--- src/rtl/bist_pkg.sv ---
// Shared BIST definitions: FSM state encoding, default LFSR tap masks per width,
// and the signature width common to the pattern generator and the MISR.
package bist_pkg;

  typedef enum logic [1:0] {IDLE, RUN, DRAIN, DONE} state_e;

  localparam int MISR_W = 4;

  localparam logic [3:0]  TAPS_W4  = 4'hC;
  localparam logic [7:0]  TAPS_W8  = 8'hB8;
  localparam logic [15:0] TAPS_W16 = 16'hB400;

  function automatic logic [31:0] default_taps(input int w);
    case (w)
      8:       default_taps = 32'(TAPS_W8);
      16:      default_taps = 32'(TAPS_W16);
      default: default_taps = 32'(TAPS_W4);
    endcase
  endfunction

endpackage

--- src/rtl/bist_tpg_if.sv ---
// Control/pattern bus of the BIST test pattern generator.
// master = sequencer side, slave = generator side.
interface bist_tpg_if #(
  parameter int W     = 4,
  parameter int CNT_W = 8
);
  logic             seed_load;
  logic [W-1:0]     seed;
  logic             start;
  logic [CNT_W-1:0] num_patterns;
  logic [W-1:0]     pat_out;
  logic             pat_valid;
  logic             misr_en;
  logic             busy;
  logic             done;

  modport master (
    output seed_load, seed, start, num_patterns,
    input  pat_out, pat_valid, misr_en, busy, done
  );

  modport slave (
    input  seed_load, seed, start, num_patterns,
    output pat_out, pat_valid, misr_en, busy, done
  );
endinterface

--- src/rtl/bist_tpg_lfsr_core.sv ---
// Fibonacci LFSR with parallel load and step enable.
// BIST_TPG_ALL_ZERO_EN adds the all-zero state (de Bruijn, period 2^W).
module lfsr_core #(
  parameter int           W       = 4,
  parameter logic [W-1:0] TAPS    = 4'hC,
  parameter logic [W-1:0] RST_VAL = 1
) (
  input  logic         clk,
  input  logic         rst,
  input  logic         i_load,
  input  logic [W-1:0] i_seed,
  input  logic         i_step,
  output logic [W-1:0] o_q
);
  logic [W-1:0] r_q;
  logic         w_fb;

  always_comb begin
    w_fb = ^(r_q & TAPS);
`ifdef BIST_TPG_ALL_ZERO_EN
    // Flipping feedback when the low bits are zero splices 0 in after 100..0.
    w_fb = w_fb ^ (r_q[W-2:0] == '0);
`endif
  end

  always_ff @(posedge clk) begin
    if (rst)         r_q <= RST_VAL;
    else if (i_load) r_q <= i_seed;
    else if (i_step) r_q <= {r_q[W-2:0], w_fb};
  end

  assign o_q = r_q;
endmodule

--- src/rtl/bist_tpg.sv ---
// BIST test pattern generator: seeded LFSR run of num_patterns, with a
// CUT_LAT-delayed MISR enable. Optional macro: BIST_TPG_ALL_ZERO_EN.
module bist_tpg #(
  parameter int           W        = 4,
  parameter logic [W-1:0] TAPS     = 4'hC,
  parameter logic [W-1:0] SEED_RST = 1,
  parameter int           CNT_W    = 8,
  parameter int           CUT_LAT  = 1
) (
  input logic        clk,
  input logic        rst,
  bist_tpg_if.slave  bus
);
  import bist_pkg::*;

  localparam logic [2:0] DRAIN_LAST = (CUT_LAT == 0) ? 3'd0 : 3'(CUT_LAT - 1);

  state_e           r_state;
  logic [W-1:0]     r_seed;
  logic [CNT_W-1:0] r_cnt;
  logic [2:0]       r_dcnt;
  logic             w_idle, w_seed_wr, w_start, w_step, w_pv;
  logic [W-1:0]     w_seed_in, w_seed_eff;

  assign w_idle    = (r_state == IDLE) || (r_state == DONE);
  assign w_seed_wr = bus.seed_load && w_idle;
`ifdef BIST_TPG_ALL_ZERO_EN
  assign w_seed_in = bus.seed;
`else
  // A zero seed would lock the plain LFSR at zero.
  assign w_seed_in = (bus.seed == '0) ? W'(1) : bus.seed;
`endif
  // Same-cycle seed_load + start uses the freshly written seed.
  assign w_seed_eff = w_seed_wr ? w_seed_in : r_seed;
  assign w_start    = bus.start && w_idle && (bus.num_patterns != '0);
  // Final pattern is held so pat_out keeps it through DRAIN/DONE.
  assign w_step     = (r_state == RUN) && (r_cnt != '0);
  assign w_pv       = (r_state == RUN);

  always_ff @(posedge clk) begin
    if (rst) begin
      r_state <= IDLE;
      r_seed  <= SEED_RST;
      r_cnt   <= '0;
      r_dcnt  <= '0;
    end else begin
      if (w_seed_wr) r_seed <= w_seed_in;
      case (r_state)
        IDLE, DONE: begin
          if (bus.start) begin
            if (bus.num_patterns != '0) begin
              r_state <= RUN;
              r_cnt   <= bus.num_patterns - 1'b1;
            end else begin
              r_state <= DONE;
            end
          end
        end
        RUN: begin
          if (r_cnt == '0) begin
            r_state <= (CUT_LAT == 0) ? DONE : DRAIN;
            r_dcnt  <= DRAIN_LAST;
          end else begin
            r_cnt <= r_cnt - 1'b1;
          end
        end
        DRAIN: begin
          if (r_dcnt == '0) r_state <= DONE;
          else              r_dcnt  <= r_dcnt - 1'b1;
        end
        default: r_state <= IDLE;
      endcase
    end
  end

  lfsr_core #(.W(W), .TAPS(TAPS), .RST_VAL(SEED_RST)) u_lfsr (
    .clk    (clk),
    .rst    (rst),
    .i_load (w_start),
    .i_seed (w_seed_eff),
    .i_step (w_step),
    .o_q    (bus.pat_out)
  );

  generate
    if (CUT_LAT == 0) begin : g_nodly
      assign bus.misr_en = w_pv;
    end else begin : g_dly
      logic [CUT_LAT-1:0] r_dly;
      always_ff @(posedge clk) begin
        if (rst) r_dly <= '0;
        else     r_dly <= CUT_LAT'({r_dly, w_pv});
      end
      assign bus.misr_en = r_dly[CUT_LAT-1];
    end
  endgenerate

  assign bus.pat_valid = w_pv;
  assign bus.busy      = (r_state == RUN) || (r_state == DRAIN);
  assign bus.done      = (r_state == DONE);
endmodule

--- src/flat_wrapper.sv ---
// flat-port wrapper written by rule: the top's interface ports become plain ports
module bist_tpg_flat import bist_pkg::*;
#(
  parameter int           W        = 4,
  parameter logic [W-1:0] TAPS     = 4'hC,
  parameter logic [W-1:0] SEED_RST = 1,
  parameter int           CNT_W    = 8,
  parameter int           CUT_LAT  = 1
)
  (clk, rst, bus_seed_load, bus_seed, bus_start, bus_num_patterns, bus_pat_out, bus_pat_valid, bus_misr_en, bus_busy, bus_done);
  bist_tpg_if #(.W(W), .CNT_W(CNT_W)) bus_i ();
  input logic clk;
  input logic rst;
  input wire logic [$bits(bus_i.seed_load)-1:0] bus_seed_load;
  input wire logic [$bits(bus_i.seed)-1:0] bus_seed;
  input wire logic [$bits(bus_i.start)-1:0] bus_start;
  input wire logic [$bits(bus_i.num_patterns)-1:0] bus_num_patterns;
  output wire logic [$bits(bus_i.pat_out)-1:0] bus_pat_out;
  output wire logic [$bits(bus_i.pat_valid)-1:0] bus_pat_valid;
  output wire logic [$bits(bus_i.misr_en)-1:0] bus_misr_en;
  output wire logic [$bits(bus_i.busy)-1:0] bus_busy;
  output wire logic [$bits(bus_i.done)-1:0] bus_done;
  assign bus_i.seed_load = bus_seed_load;
  assign bus_i.seed = bus_seed;
  assign bus_i.start = bus_start;
  assign bus_i.num_patterns = bus_num_patterns;
  assign bus_pat_out = bus_i.pat_out;
  assign bus_pat_valid = bus_i.pat_valid;
  assign bus_misr_en = bus_i.misr_en;
  assign bus_busy = bus_i.busy;
  assign bus_done = bus_i.done;
  bist_tpg #(.W(W), .TAPS(TAPS), .SEED_RST(SEED_RST), .CNT_W(CNT_W), .CUT_LAT(CUT_LAT)) u_core (.clk(clk), .rst(rst), .bus(bus_i));
endmodule
--- config.mk ---
export PLATFORM = sky130hd
export DESIGN_NAME = bist_tpg_flat
export DESIGN_NICKNAME = d
export VERILOG_FILES = /design/src/rtl/bist_pkg.sv /design/src/rtl/bist_tpg_if.sv /design/src/rtl/bist_tpg_lfsr_core.sv /design/src/rtl/bist_tpg.sv /design/src/flat_wrapper.sv
export SDC_FILE = /design/constraint.sdc
export NUM_CORES = 1
export LEC_CHECK = 0
export CAP_MARGIN = 20
export CORE_ASPECT_RATIO = 0.8
export CORE_MARGIN = 2
export CORE_UTILIZATION = 56
export DETAILED_ROUTE_END_ITERATION = 12
export PLACE_DENSITY = 0.95
export SKIP_LAST_GASP = 1
export SYNTH_ARGS = -nofsm -noshare
export SYNTH_HDL_FRONTEND = slang
export SYNTH_SLANG_ARGS = --single-unit
--- constraint.sdc ---
create_clock -name clk -period 8.3 [get_ports clk]
set_clock_uncertainty 0.1 [all_clocks]
set_input_delay 1.245 -clock clk [delete_from_list [all_inputs] [get_ports clk]]
set_output_delay 1.245 -clock clk [all_outputs]
set_load 0.05 [all_outputs]
==> results of run 1 <==
[synthesized netlist by cell type (2+ instances only)]
library cell and n:
dfxtp_1 22, mux2i_1 13, inv_1 9, nand2_1 9
nor3_1 9, a21oi_1 8, nor2_1 8, o21ai_0 7
ha_1 6, o31ai_1 6, a211oi_1 5, clkbuf_1 5
nor2b_1 4, or4_1 4, and3_1 3, or4_4 3
xnor2_1 3, a22oi_1 2, buf_6 2, nand2b_1 2
nand3_1 2, nand4_1 2, nor4_1 2, nor4b_1 2
o21a_1 2, or3_1 2
[final cells by class]
type                       count  area share (%)
timing repair buffer          23            14.0
inverter                       9            2.05
multi-input combinational    118            53.0
tap                           36            2.74
sequential                    22            26.8
clock buffer                   3            1.37
[how the worst max path moves through the flow]
stage / to / depth (start not counted)
2_1_floorplan: u_core.r_cnt[6]$_SDFFE_PP0P_ / 9
6_report: bus_pat_valid / 3
3_3_place_gp: u_core.r_cnt[1]$_SDFFE_PP0P_ / 5
4_1_cts: bus_pat_valid / 3
5_1_grt: bus_pat_valid / 3
3_5_place_dp: u_core.r_cnt[1]$_SDFFE_PP0P_ / 5
[cell usage in the layout, fill, tap and decap left out, types with 6 or more instances in the layout]
cell / synthesis / routed
a21oi_1: 8 / 8
clkdlybuf4s50_1: 0 / 23
dfxtp_1: 22 / 22
mux2i_1: 13 / 13
inv_1: 9 / 9
nor2_1: 8 / 8
nand2_1: 9 / 9
nor3_1: 9 / 9
ha_1: 6 / 6
o31ai_1: 6 / 6
o21ai_0: 7 / 7
[stage by stage]
step | worst slack, ns | utilization [%] | cells
5_1_grt | 4.42 | 67.9 | 211
2_1_floorplan | 5.23 | - | 158
6_report | 4.56 | 67.9 | 211
3_3_place_gp | 4.71 | 66.9 | 208
4_1_cts | 4.57 | 67.9 | 211
3_5_place_dp | 4.61 | 66.9 | 208
[report_power, final]
part	total, mW	switching, mW	internal (mW)
Sequential	0.174	0.0346	0.139
Combinational	0.365	0.213	0.152
Clock	0.0468	0.0299	0.0169
Total	0.586	0.278	0.308
[sequential cells by signal, summed over array words and instances (netlist names)]
register	count
u_core.r_cnt	8
u_core.r_seed	4
u_core.u_lfsr.o_q	4
u_core.r_dcnt	3
u_core.r_state	2
u_core.bus.misr_en	1
[per-layer routing]
layer	up-vias	wire length (um)	part of all wire [%]
met5	-	0	0
li1	621	-	-
met1	609	1320	44
met3	6	125	4.2
met2	31	1500	50
met4	0	34	1.1
[critical path, cell delays in order, from the launching register on]
cell	delay (ns)
dfxtp_1	0.37
inv_1	0.07
ha_1	0.71
clkdlybuf4s50_1	0.94
[cell families (layout without fill, tap and decap cells)]
group                    count (synthesis)  in the layout  share of synthesized area (%)
buffers and inverters                   18             35                           6.59
AO/OA/AOI/OAI                           39             39                           20.9
XOR/XNOR                                 4              4                           2.49
flip-flops                              22             22                           31.3
adder cells (fa/ha/maj)                  6              6                           5.34
AND/OR/NAND/NOR                         54             54                           22.2
multiplexers                            15             15                           11.1
==> run summary, run 1 <==
The run finished with clean final reports. The hold buffer count at CTS came out at 0. For this run, design rule violations remaining after detail routing come to 0.

The worst hold path belongs to the class reg2reg. Compared with the post-synthesis result, the final layout area differs by 17.0%. The logs give 47 for the violation count after the first detailed-route iteration and 24 for the maximum number of pins on one net before global-route repair. Summed over its instances, the top area cell type makes up 31.3% of the synthesized netlist area. CTS sink count: 22. The number of buffers on the longest clock path came out at 2. Dividing the final minimum period by the clock period gives 45.0%.

The routed design could run at a clock period as short as 3.74 ns. The floorplan die height is 48.8 um, and the met3 track demand over resource in global routing is 6.10%. The logs give 0.369 ns for the worst hold slack across all endpoints and 4 for the length of the first detailed-routing pass in iterations. Yosys attributes the largest share of cell area to dfxtp_1 31%, mux2i_1 9.3%, ha_1 5.3%, nor3_1 3.2%, o31ai_1 3.2%. In this run, distinct cell masters in the synthesized netlist total 42. The critical path starts at u_core.r_state[1]$_SDFFE_PP0P_. The total count of hold-check failures in the final report is 0. The number of nets at the end of the flow is 199.

The logs give 0.00162 sq mm for the total cell area at the placement stage and 0 ns for the setup total negative slack. The tools report the startpoint type of the worst setup path as a flop. The number of cells on the worst hold path works out to 2. For hold timing, the worst endpoint is u_core.r_cnt[7]$_SDFFE_PP0P_.

The logs give 0 for the number of antenna violations at the first check in global routing and 0 for the max-slew violation count. The completed layout was analyzed and its total power is 0.586 mW. In this run the most used layer during global routing was met2. The detail route stage leaves a number of antenna-violating nets equal to 0. The mapped netlist covers 0.00141 sq mm. For the total area of sequential cells, the log shows 440 sq um.

The synthesized area divided by synthesized cell count was 8.89 sq um. The die covers 0.00293 sq mm. The congestion estimate from routability-driven global placement came to 0.879.

The buffers inserted during post-CTS setup optimization was 0. The via count of the first global-routing pass was 1213. The run gives 21.8% as the overall fraction of global-route tracks in use. Synthesis-stage register bit count: 22. The number of synthesized flops with an enable pin was 0; the required time reported for the critical path endpoint was 6.95 ns. The total non-filler cell area in the finished layout came out at 0.00164 sq mm. At the later pin of the worst-skew pair, clock insertion delay measures 0.30 ns. The most used flip-flop cell after synthesis is dfxtp_1. Cell count after synthesis: 158. Setup violations remaining at the end of the flow were counted as 0.

The per-cell routed wire length is 14.1 um, and the area of the core is 0.00242 sq mm. The setup slack of the worst register-to-register path was 5.39 ns. The critical path in this run is classified as reg2out. The remaining global-route overflow was 0. For this design the ratio of total power to cell area is 356 mW/mm^2. After clock tree synthesis, the clock-pin slew on the worst setup and hold paths is 0.12 ns. The multi-input combinational cells in the finished layout cover a total of 872 sq um. The worst-case IR drop observed on VDD is 0.159 mV. The total number of yosys warnings was 0. The H-tree depth is 1, and the async set-or-reset flop fraction in the synthesized netlist is 0%.

The sequential area share after synthesis was 31.3%. The first global-routing pass estimated 5060 um of wire. Buffers inserted during clock tree synthesis total 3. The fraction of final layout cells with drive strength greater than 1 was 6.86%. In the routed layout, each cell is associated on average with a via count of 6.00. The top cell type by total area after synthesis is dfxtp_1.

The reg-to-reg critical path endpoint is u_core.r_cnt[6]$_SDFFE_PP0P_. The number of antenna diodes in the final layout is 0. The cell leakage power came out at 0.642 nW.

The die is 60.0 um wide. The tools report the initial cell density of the core as 58.0%. Setup repair after global routing left no endpoint under its margin. The transition time at the pin with the least slew margin was 0.862 ns.

Data on the critical path arrives at its endpoint at 2.39 ns. Along the worst path, the maximum fanout reaches 23. The clock root buffer master was clkbuf_4.

For the total wire length, the log shows 2980 um. Headroom to the max-slew limit came out at 42.5%. During I/O placement, the number of pins put on the boundary was 24. The number of fill cells was 210.

In the global route stage, met1 resource usage came out at 26.3%. The number of vias in the routed layout was 1267. The max-cap check violation count is 0, and the met2 demand-to-capacity share in global routing is 38.6%.

Number of nets produced by synthesis: 180. The number of gates resized after CTS was 0. TritonCTS built the clock tree. Input and output buffers added on the ports amount to 23. The startpoint identified for the worst hold timing path is u_core.r_cnt[7]$_SDFFE_PP0P_. STA classifies the critical path endpoint as an output pin. The count of standard-cell rows came out at 16. Detailed-placement wirelength estimate: 2300 um. The depth of the worst register-to-register path is 8. The tools report the reg-to-reg critical path startpoint as u_core.r_state[1]$_SDFFE_PP0P_. The highest clock frequency the design can meet is 0.267 GHz.
No activity file was read; power rests on OpenSTA's default activity.
==> run 2: changes to the inputs <==
CORE_UTILIZATION = 52   (was 56)
PLACE_DENSITY = 0.9   (was 0.95)
clock period = 3.61 ns   (was 8.3 ns; I/O delays follow)
==> run 2 against run 1 <==
Effect of this change:
- clock power increased by 130%
- critical path type unchanged
- register-to-register slack lost 4.1 ns
- routed wire length is 4.4% higher
- final cell count is 0.47% higher
- sequential cell count unchanged
- global-route usage fell by 0.23 points
- non-clock buffer count grew 1
- combinational power grew 130%
- critical endpoint is now bus_busy
- worst hold slack improved by 0.019 ns
- final area rose by 0.46%
==> run summary, run 2 (synthesis gave the netlist of run 1 again) <==
Setup repair after global routing left no endpoint under its margin. After floorplanning, the core was divided into 16 placement rows. The tools report the total count of hold-check failures in the final report as 0.

The floorplan die height was 50.5 um. The biggest cell delay along the critical path came out at 0.82 ns. Among all stages on the critical path, the largest delay is contributed by clkdlybuf4s50_1.

Leaving out fill and tap cells, the most frequent cell in the layout is clkdlybuf4s50_1. The final cycle utilization of the critical path works out to 80.9%. The count of buffers from port buffering was 23. The reg-to-reg critical path endpoint is u_core.r_cnt[6]$_SDFFE_PP0P_. The run gives 0 as the detailed-route DRC error count. The startpoint type of the worst setup path is a flop.

The first global-routing pass estimated 5380 um of wire. The tools report the buffers inserted during post-CTS setup optimization as 0. The tools report the number of gates resized after CTS as 0. The first routing iteration left 61 violations.

The run finished with clean final reports. The HPWL after detailed placement is 2410 um. The required time reported for the critical path endpoint was 2.97 ns; the hold buffer count at CTS was 0.

The run gives 1.25 ns as the setup slack of the worst register-to-register path. For the max-cap check violation count, the log shows 0. The register bank with the most flops is u_core.r_cnt. For the max-slew violation count, the log shows 0. The die covers 0.00314 sq mm. Startpoint of the lowest-slack hold path: u_core.r_dcnt[1]$_SDFFE_PP0P_. Entering global routing, the biggest net connects 21 pins. Clock input transition at the sequential cells of the worst setup and hold paths: 0.11 ns. The via count of the first global-routing pass is 1162, and the worst slew margin relative to its limit is 57.0%.

The tools report the power after layout as 1.35 mW. Once placement finished, the instance area stood at 0.00163 sq mm. Cell occurring most often along the worst timing path: inv_1. Walking the worst path, the cells encountered are inv_1 > ha_1 > inv_1 > clkdlybuf4s50_1. Clock tree synthesis selected as its root buffer the cell clkbuf_4. The tree built by TritonCTS fans out to 22 sinks. The number of vias in the routed layout was 1247. The area of the core was 0.00250 sq mm.

The final count of negative-setup-slack endpoints was 0. TritonCTS built the clock tree. The number of cells on the worst hold path works out to 2.

Data on the critical path arrives at its endpoint at 2.28 ns. H-tree depth: 1. The capturing element of the worst setup path is bus_busy.

24 I/O pins were placed. Relative to the synthesized area, the layout overhead comes to 17.5%. In this run the worst path has a maximum fanout of 12. The cell leakage power came out at 0.647 nW.

The number of antenna violations at the first check in global routing is 0, and the overall fraction of global-route tracks in use is 21.5%. The register with the most flip-flops in the layout has 8 of them. The highest clock frequency the design can meet came out at 0.342 GHz. The worst hold path belongs to the class reg2reg.

After routing the design area is 0.00165 sq mm. In the layout the commonest cells are 23 x clkdlybuf4s50_1, 22 x dfxtp_1, 13 x mux2i_1. Once layout is complete, the utilization of the core stands at 66.0%. Worst vdd rail ir drop: 0.468 mV. The transition time at the pin with the least slew margin works out to 0.644 ns.

Before antenna repair, the detailed router went through 4 iterations. The startpoint identified for the worst register-to-register timing path is u_core.r_state[0]$_SDFFE_PP0P_. STA classifies the critical path endpoint as an output pin.

The final non-filler cell total is 212. After detailed routing, the average wire length per cell comes to 14.7 um. For this design the ratio of total power to cell area is 820 mW/mm^2. Dividing the detail-routed via count by the number of cells gives 5.88. The number of nets at the end of the flow is 200, and the fraction of final layout cells with drive strength greater than 1 is 7.39%.

The critical path is of the reg2out type. The depth of the worst register-to-register path is 7. The final weighted congestion in routability-driven placement is 0.904. The run gives 3 as the number of buffers created by CTS.

Summed over all layers, the global routing overflow is 0. The residual antenna-violating net count after detailed routing is 0. The initial cell density of the core is 56.2%. The placed cell count was 209; the shortest period the worst path allows was 2.92 ns. Number of buffers on the longest clock path: 2. The startpoint of the most critical setup path was u_core.r_state[0]$_SDFFE_PP0P_. Measured along the x axis, the die boundary spans 62.1 um. Summed over all layers, the routed wires come to 3110 um. Summed over all failing endpoints, the final setup total negative slack is 0 ns. The later pin in the worst-skew pair is clocked with a latency of 0.30 ns. The repair_antennas step left the layout with diodes totalling 0.
[run 2: cell types whose count changed in the layout (fill, tap and decap cells not counted), sizes merged]
cell,previous run,this run
buf,0,1
[run 2: metrics by stage]
step / setup WS (ns) / hold slack [ns]
after floorplan: 0.541 / 0.338
after global placement: 0.732 / 0.355
after detailed placement: 0.675 / 0.363
after CTS: 0.693 / 0.385
after global routing: 0.575 / 0.409
final: 0.688 / 0.388
[run 2: how the worst min path moves through the flow]
stage / endpoint
2_1_floorplan: u_core.r_cnt[7]$_SDFFE_PP0P_
3_3_place_gp: u_core.r_dcnt[1]$_SDFFE_PP0P_
3_5_place_dp: u_core.r_cnt[7]$_SDFFE_PP0P_
4_1_cts: u_core.r_cnt[7]$_SDFFE_PP0P_
5_1_grt: u_core.r_cnt[7]$_SDFFE_PP0P_
6_report: u_core.r_dcnt[1]$_SDFFE_PP0P_
[run 2: power by group]
part / total [mW] / internal [mW] / leakage [nW] / switching [mW]
registers: 0.399 / 0.321 / 0.181 / 0.0783
clock network: 0.106 / 0.0388 / 0.0138 / 0.0672
logic: 0.850 / 0.353 / 0.452 / 0.497
total: 1.35 / 0.712 / 0.647 / 0.643
[run 2: worst max-delay path: cells and delay by family, from the launching register on]
family	cells	cell delay (ns)
fa+ha+maj	1	0.48
buf+inv	3	1.09
flops	1	0.41
[run 2: cell type report]
class / instances / area (sq um)
Clock buffer: 3 / 22.5
Sequential cell: 22 / 440
Inverter: 9 / 33.8
Fill cell: 211 / 851
Timing Repair Buffer: 24 / 238
Tap cell: 36 / 45.0
Multi-Input combinational cell: 118 / 872
[run 2: layer usage]
layer	wire, um	track usage [%]	vias to the layer above
met1	1390	26.5	594
met4	33	4.81	0
met2	1570	38.8	22
met3	118	4.93	4
met5	0	0	-
li1	-	-	627
==> patch 1: new RTL, settings of run 1 <==
`CNT_W` is set to 8 in 3 places; all go to 7.
--- a/src/rtl/bist_tpg_if.sv
+++ b/src/rtl/bist_tpg_if.sv
@@ -4,3 +4,3 @@
   parameter int W     = 4,
-  parameter int CNT_W = 8
+  parameter int CNT_W = 7
 );
--- a/src/rtl/bist_tpg.sv
+++ b/src/rtl/bist_tpg.sv
@@ -6,3 +6,3 @@
   parameter logic [W-1:0] SEED_RST = 1,
-  parameter int           CNT_W    = 8,
+  parameter int           CNT_W    = 7,
   parameter int           CUT_LAT  = 1
--- a/src/flat_wrapper.sv
+++ b/src/flat_wrapper.sv
@@ -6,3 +6,3 @@
   parameter logic [W-1:0] SEED_RST = 1,
-  parameter int           CNT_W    = 8,
+  parameter int           CNT_W    = 7,
   parameter int           CUT_LAT  = 1
Interface: changed (resized bus_num_patterns); port bits go from 24 to 23. The function was not compared with the original's and may differ.
==> patch 1 against run 1 <==
Total power shrank 0.12%. Synthesized area shrank 3.5%. Critical endpoint unchanged. Cell area shrank 2.1%. Wire length grew 12%. Highest routed layer unchanged. First-iteration DRC count grew 45%. Worst setup slack gained 17 ps. Critical path type unchanged. Sequential cell count shrank 1.
==> patch 1: results (changes against run 1) <==
status complete, no violations; ANT cells 0 (unchanged); violation count after the first detailed-routing iteration 68 (+45%); dominant synthesized flop cell dfxtp_1; number of buffers created by CTS 3 (unchanged); synthesized net count 178 (-1.1%); setup bufs post-CTS 0 (unchanged); Ys Warns 0 (unchanged); via count of the first global-routing pass 1,250 (+3.1%); Commonest cells post-synth 21 x dfxtp_1, 12 x a21oi_1, 10 x inv_1, 10 x nor3_1, 9 x nand2_1; met1 usage 33.4% (+7.1 points); Reg with most FFs u_core.r_cnt; Hold Path Class reg2reg; post_cts resized 0 (unchanged); worst-path fanout max 22 (-4.3%); Largest register FFs 7 (-1); Worst R2R Path Depth 7 (-1); met3 usage 6.22% (+0.12 points); Unique masters post-synth 47 (+12%); DRT Pass-1 Iters 4 (unchanged); Critical Path Sink bus_pat_valid; flop-to-flop setup slack 5230 ps (-160 ps); crit path DAT 2380 ps; Filler Cells Inserted 170 (-19%); WL per Instance 16.6 um (+17%); first-pass GRT wire length 5.63 mm (+11%); register area share after synthesis 31.0% (-0.35 points); gp weighted congestion 0.942 (+7.1%); vias per cell 6.38 (+6.2%); clk_lat worst skew 320 ps (+20 ps); Worst-Margin Slew 837 ps (-25.3 ps); gr usage total 26.7% (+5.0 points); top area cells in the synthesized netlist dfxtp_1 31%, ha_1 5.5%, mux2i_1 5.2%, a21oi_1 4.4%, nor3_1 3.7%; WL final 3.35 mm (+12%); FF-to-FF End u_core.r_cnt[4]; initial antenna violation count 0 (unchanged); Max H-tree Level 1 (unchanged); port bufs 22 (-4.3%); largest net degree at the start of global routing 27 (+13%); CTS root buf clkbuf_4; Post-synth ARST share 0% (unchanged); Cells after Synth 157 (-0.63%); clock buffer depth 2 (unchanged); Leak 0.597 nW (-6.9%); hpwl dp 2.60 mm (+13%); CTS clk-pin slew, worst paths 120 ps (about the same); fraction of layout instances using a drive strength above 1 7.34% (+0.49 points); peak supply drop 0.000179 V (+12%); global-route met2 utilization 48.0% (+9.4 points); crit path launch u_core.r_state[0]
[patch 1: critical path, cell delays in order (launching register included)]
cell	delay (ps)
dfxtp_1	410
ha_1	700
clkdlybuf4s50_1	940
[patch 1: through the flow]
stage	instance area, um^2	hold slack [ps]	setup WS (ps)
floorplan	1360	353	5240
global route	1610	431	4450
detailed placement	1580	387	4780
global placement	1580	378	5020
CTS	1610	414	4580
finish	1610	410	4580
[patch 1: worst min path at each step]
stage / from / endpoint / slack, ps / cells after the start
after floorplan: u_core.r_seed[1] / u_core.r_seed[1] / 350 / 2
after global routing: u_core.r_seed[2] / u_core.r_seed[2] / 430 / 2
after global placement: u_core.r_dcnt[2] / u_core.r_dcnt[2] / 380 / 2
after detailed placement: u_core.r_seed[2] / u_core.r_seed[2] / 390 / 2
final: u_core.r_seed[2] / u_core.r_seed[2] / 410 / 2
after CTS: u_core.r_seed[2] / u_core.r_seed[2] / 410 / 2
[patch 1: final cells by class]
class | count | area [um^2] | area share (%)
clock buffer | 4 | 26.3 | 1.63
inverter | 10 | 37.5 | 2.33
multi-input combinational | 120 | 873 | 54.3
sequential | 21 | 420 | 26.1
tap | 25 | 31.3 | 1.94
timing repair buffer | 22 | 220 | 13.7
[patch 1: routing by layer]
metal | vias up | routed length [um]
met4 | 0 | 47
met2 | 34 | 1660
li1 | 640 | -
met5 | - | 0
met1 | 604 | 1500
met3 | 10 | 143
[patch 1: power by group]
part / switching (mW) / internal [mW]
clock: 0.0320 / 0.0188
sequential: 0.0352 / 0.132
combinational: 0.229 / 0.138
total: 0.297 / 0.289
[patch 1: logic make-up (layout without fill, tap and decap cells)]
logic type	Yosys count	count (layout)	synth area share [%]
adders and majority gates	6	6	5.53
and+or+nand+nor	56	56	24.9
AOI/OAI and AO/OA	48	48	26.7
DFF	21	21	31.0
xor gates and xnor gates	2	2	1.29
buffers and inverters	16	36	4.61
muxes	8	8	6.00
==> patch 2: new RTL, flow settings as in run 1 <==
Made on the original files. Encoding of `state_e`: now one-hot (4 bits for 4 states).
--- a/src/rtl/bist_pkg.sv
+++ b/src/rtl/bist_pkg.sv
@@ -4,3 +4,3 @@
 
-  typedef enum logic [1:0] {IDLE, RUN, DRAIN, DONE} state_e;
+  typedef enum logic [3:0] {IDLE = 4'b0001, RUN = 4'b0010, DRAIN = 4'b0100, DONE = 4'b1000} state_e;
 
Check against the original RTL: same outputs for any inputs over 10 cycles, from zero or initial values and one cycle with rst high; not proved beyond that.
==> patch 2 against run 1 <==
Worst setup slack got worse by 270 ps. Sequential cell count grew 2. Combinational power shrank 44%. Wire length increased by 19%. Total power decreased by 22%. Cell area decreased by 1.4%. Synthesized area is 5.2% lower. Critical path type unchanged. Critical endpoint is now bus_busy. Largest cell class unchanged. Largest power group unchanged.
==> patch 2: results (changes against run 1) <==
status complete, no violations; peak supply drop 0.000222 V (+39%); Unique masters post-synth 44 (+4.8%); pre-CTS setup slack 4720 ps (+108 ps); gr usage total 26.3% (+4.6 points); synthesized net count 179 (-0.56%); Worst-Margin Slew 873 ps (+10.5 ps); fraction of layout instances using a drive strength above 1 8.79% (+1.9 points); hpwl dp 2.55 mm (+11%); via count of the first global-routing pass 1,274 (+5.0%); placed cell count 203 (-2.4%); non-filler cells, final 207 (-1.9%); crit path DAT 2670 ps (+280 ps); gp weighted congestion 0.837 (-4.8%); register area share after synthesis 36.1% (+4.7 points); Post-synth ARST share 0% (unchanged); Commonest cells post-synth 24 x dfxtp_1, 24 x nor2_1, 11 x a21oi_1, 11 x nand2_1, 8 x o21ai_0; Cell Area, Placed 0.00157 mm^2 (-3.3%); DRT Pass-1 Iters 6 (+2); Filler Cells Inserted 172 (-18%); CTS clk-pin slew, worst paths 150 ps (+30 ps); worst-path fanout max 12 (-48%); Hold Path Class reg2reg; first-pass GRT wire length 5.55 mm (+9.8%); total number of vias 1,364 (+7.7%); top area cells in the synthesized netlist dfxtp_1 36%, nor2_1 6.8%, a21oi_1 4.1%, mux2i_1 3.8%, nand2_1 3.1%; clk_lat worst skew 330 ps (+30 ps); Leak 0.610 nW (-5.0%); area grow syn2layout 21.6%; WL per Instance 17.1 um (+21%); largest net degree at the start of global routing 25 (+4.2%); mean post-synth cell area 8.33 um^2 (-6.4%)
[patch 2: cell types whose count changed after synthesis, sizes merged, moves of 3 or more]
cell	delta
nor2	+16
mux2i	-8
nand3	+5
o31ai	-5
a31oi	+4
o21ai	+4
a211oi	-3
a21oi	+3
and3	-3
ha	-3
inv	-3
nor2b	-3
nor3	-3
[patch 2: path summary, 6_finish.rpt]
| check | start | to | slack [ps] | cells after the start |
|---|---|---|---|---|
| min reg2reg | u_core.r_seed[0] | u_core.r_seed[0] | 410 | 2 |
| min | u_core.r_seed[0] | u_core.r_seed[0] | 410 | 2 |
| max reg2reg | u_core.r_state[0] | u_core.r_cnt[6] | 5470 | 8 |
| max | u_core.r_state[0] | bus_busy | 4290 | 5 |
[patch 2: layer usage]
metal  up-vias  GRT usage [%]  share of wire (%)
met4         0           8.37                1.3
met1       630           30.9                 41
met3         8           7.84                9.7
met2        88           47.4                 48
met5         -              0                  0
li1        638              -                  -
[patch 2: kinds of logic after synthesis]
| kind of cell | Yosys count | share of synthesized area, % |
|---|---|---|
| DFF | 24 | 36.1 |
| AOI/OAI and AO/OA | 45 | 24.5 |
| buffers and inverters | 11 | 3.66 |
| and+or+nand+nor | 68 | 26.6 |
| muxes | 5 | 3.76 |
| xor gates and xnor gates | 4 | 2.63 |
| adders and majority gates | 3 | 2.82 |
[patch 2: area by class of cell]
type | count | share of cell area [%]
multi-input combinational | 125 | 49.6
clock buffer | 3 | 1.39
clock inverter | 1 | 1.85
tap | 25 | 1.93
timing repair buffer | 23 | 14.2
sequential | 24 | 29.7
inverter | 6 | 1.39
[patch 2: report_power, final]
part           total [mW]  leakage [nW]  switching [mW]  internal, mW
Clock              0.0890        0.0279          0.0401        0.0489
Combinational       0.203         0.385           0.126        0.0769
Sequential          0.168         0.196          0.0263         0.141
[patch 2: critical path: stages (launching register included)]
cell             delay [ps]
dfxtp_1                 380
or4b_4                  660
inv_2                   250
nor2_1                  120
inv_1                   120
clkdlybuf4s50_1         800
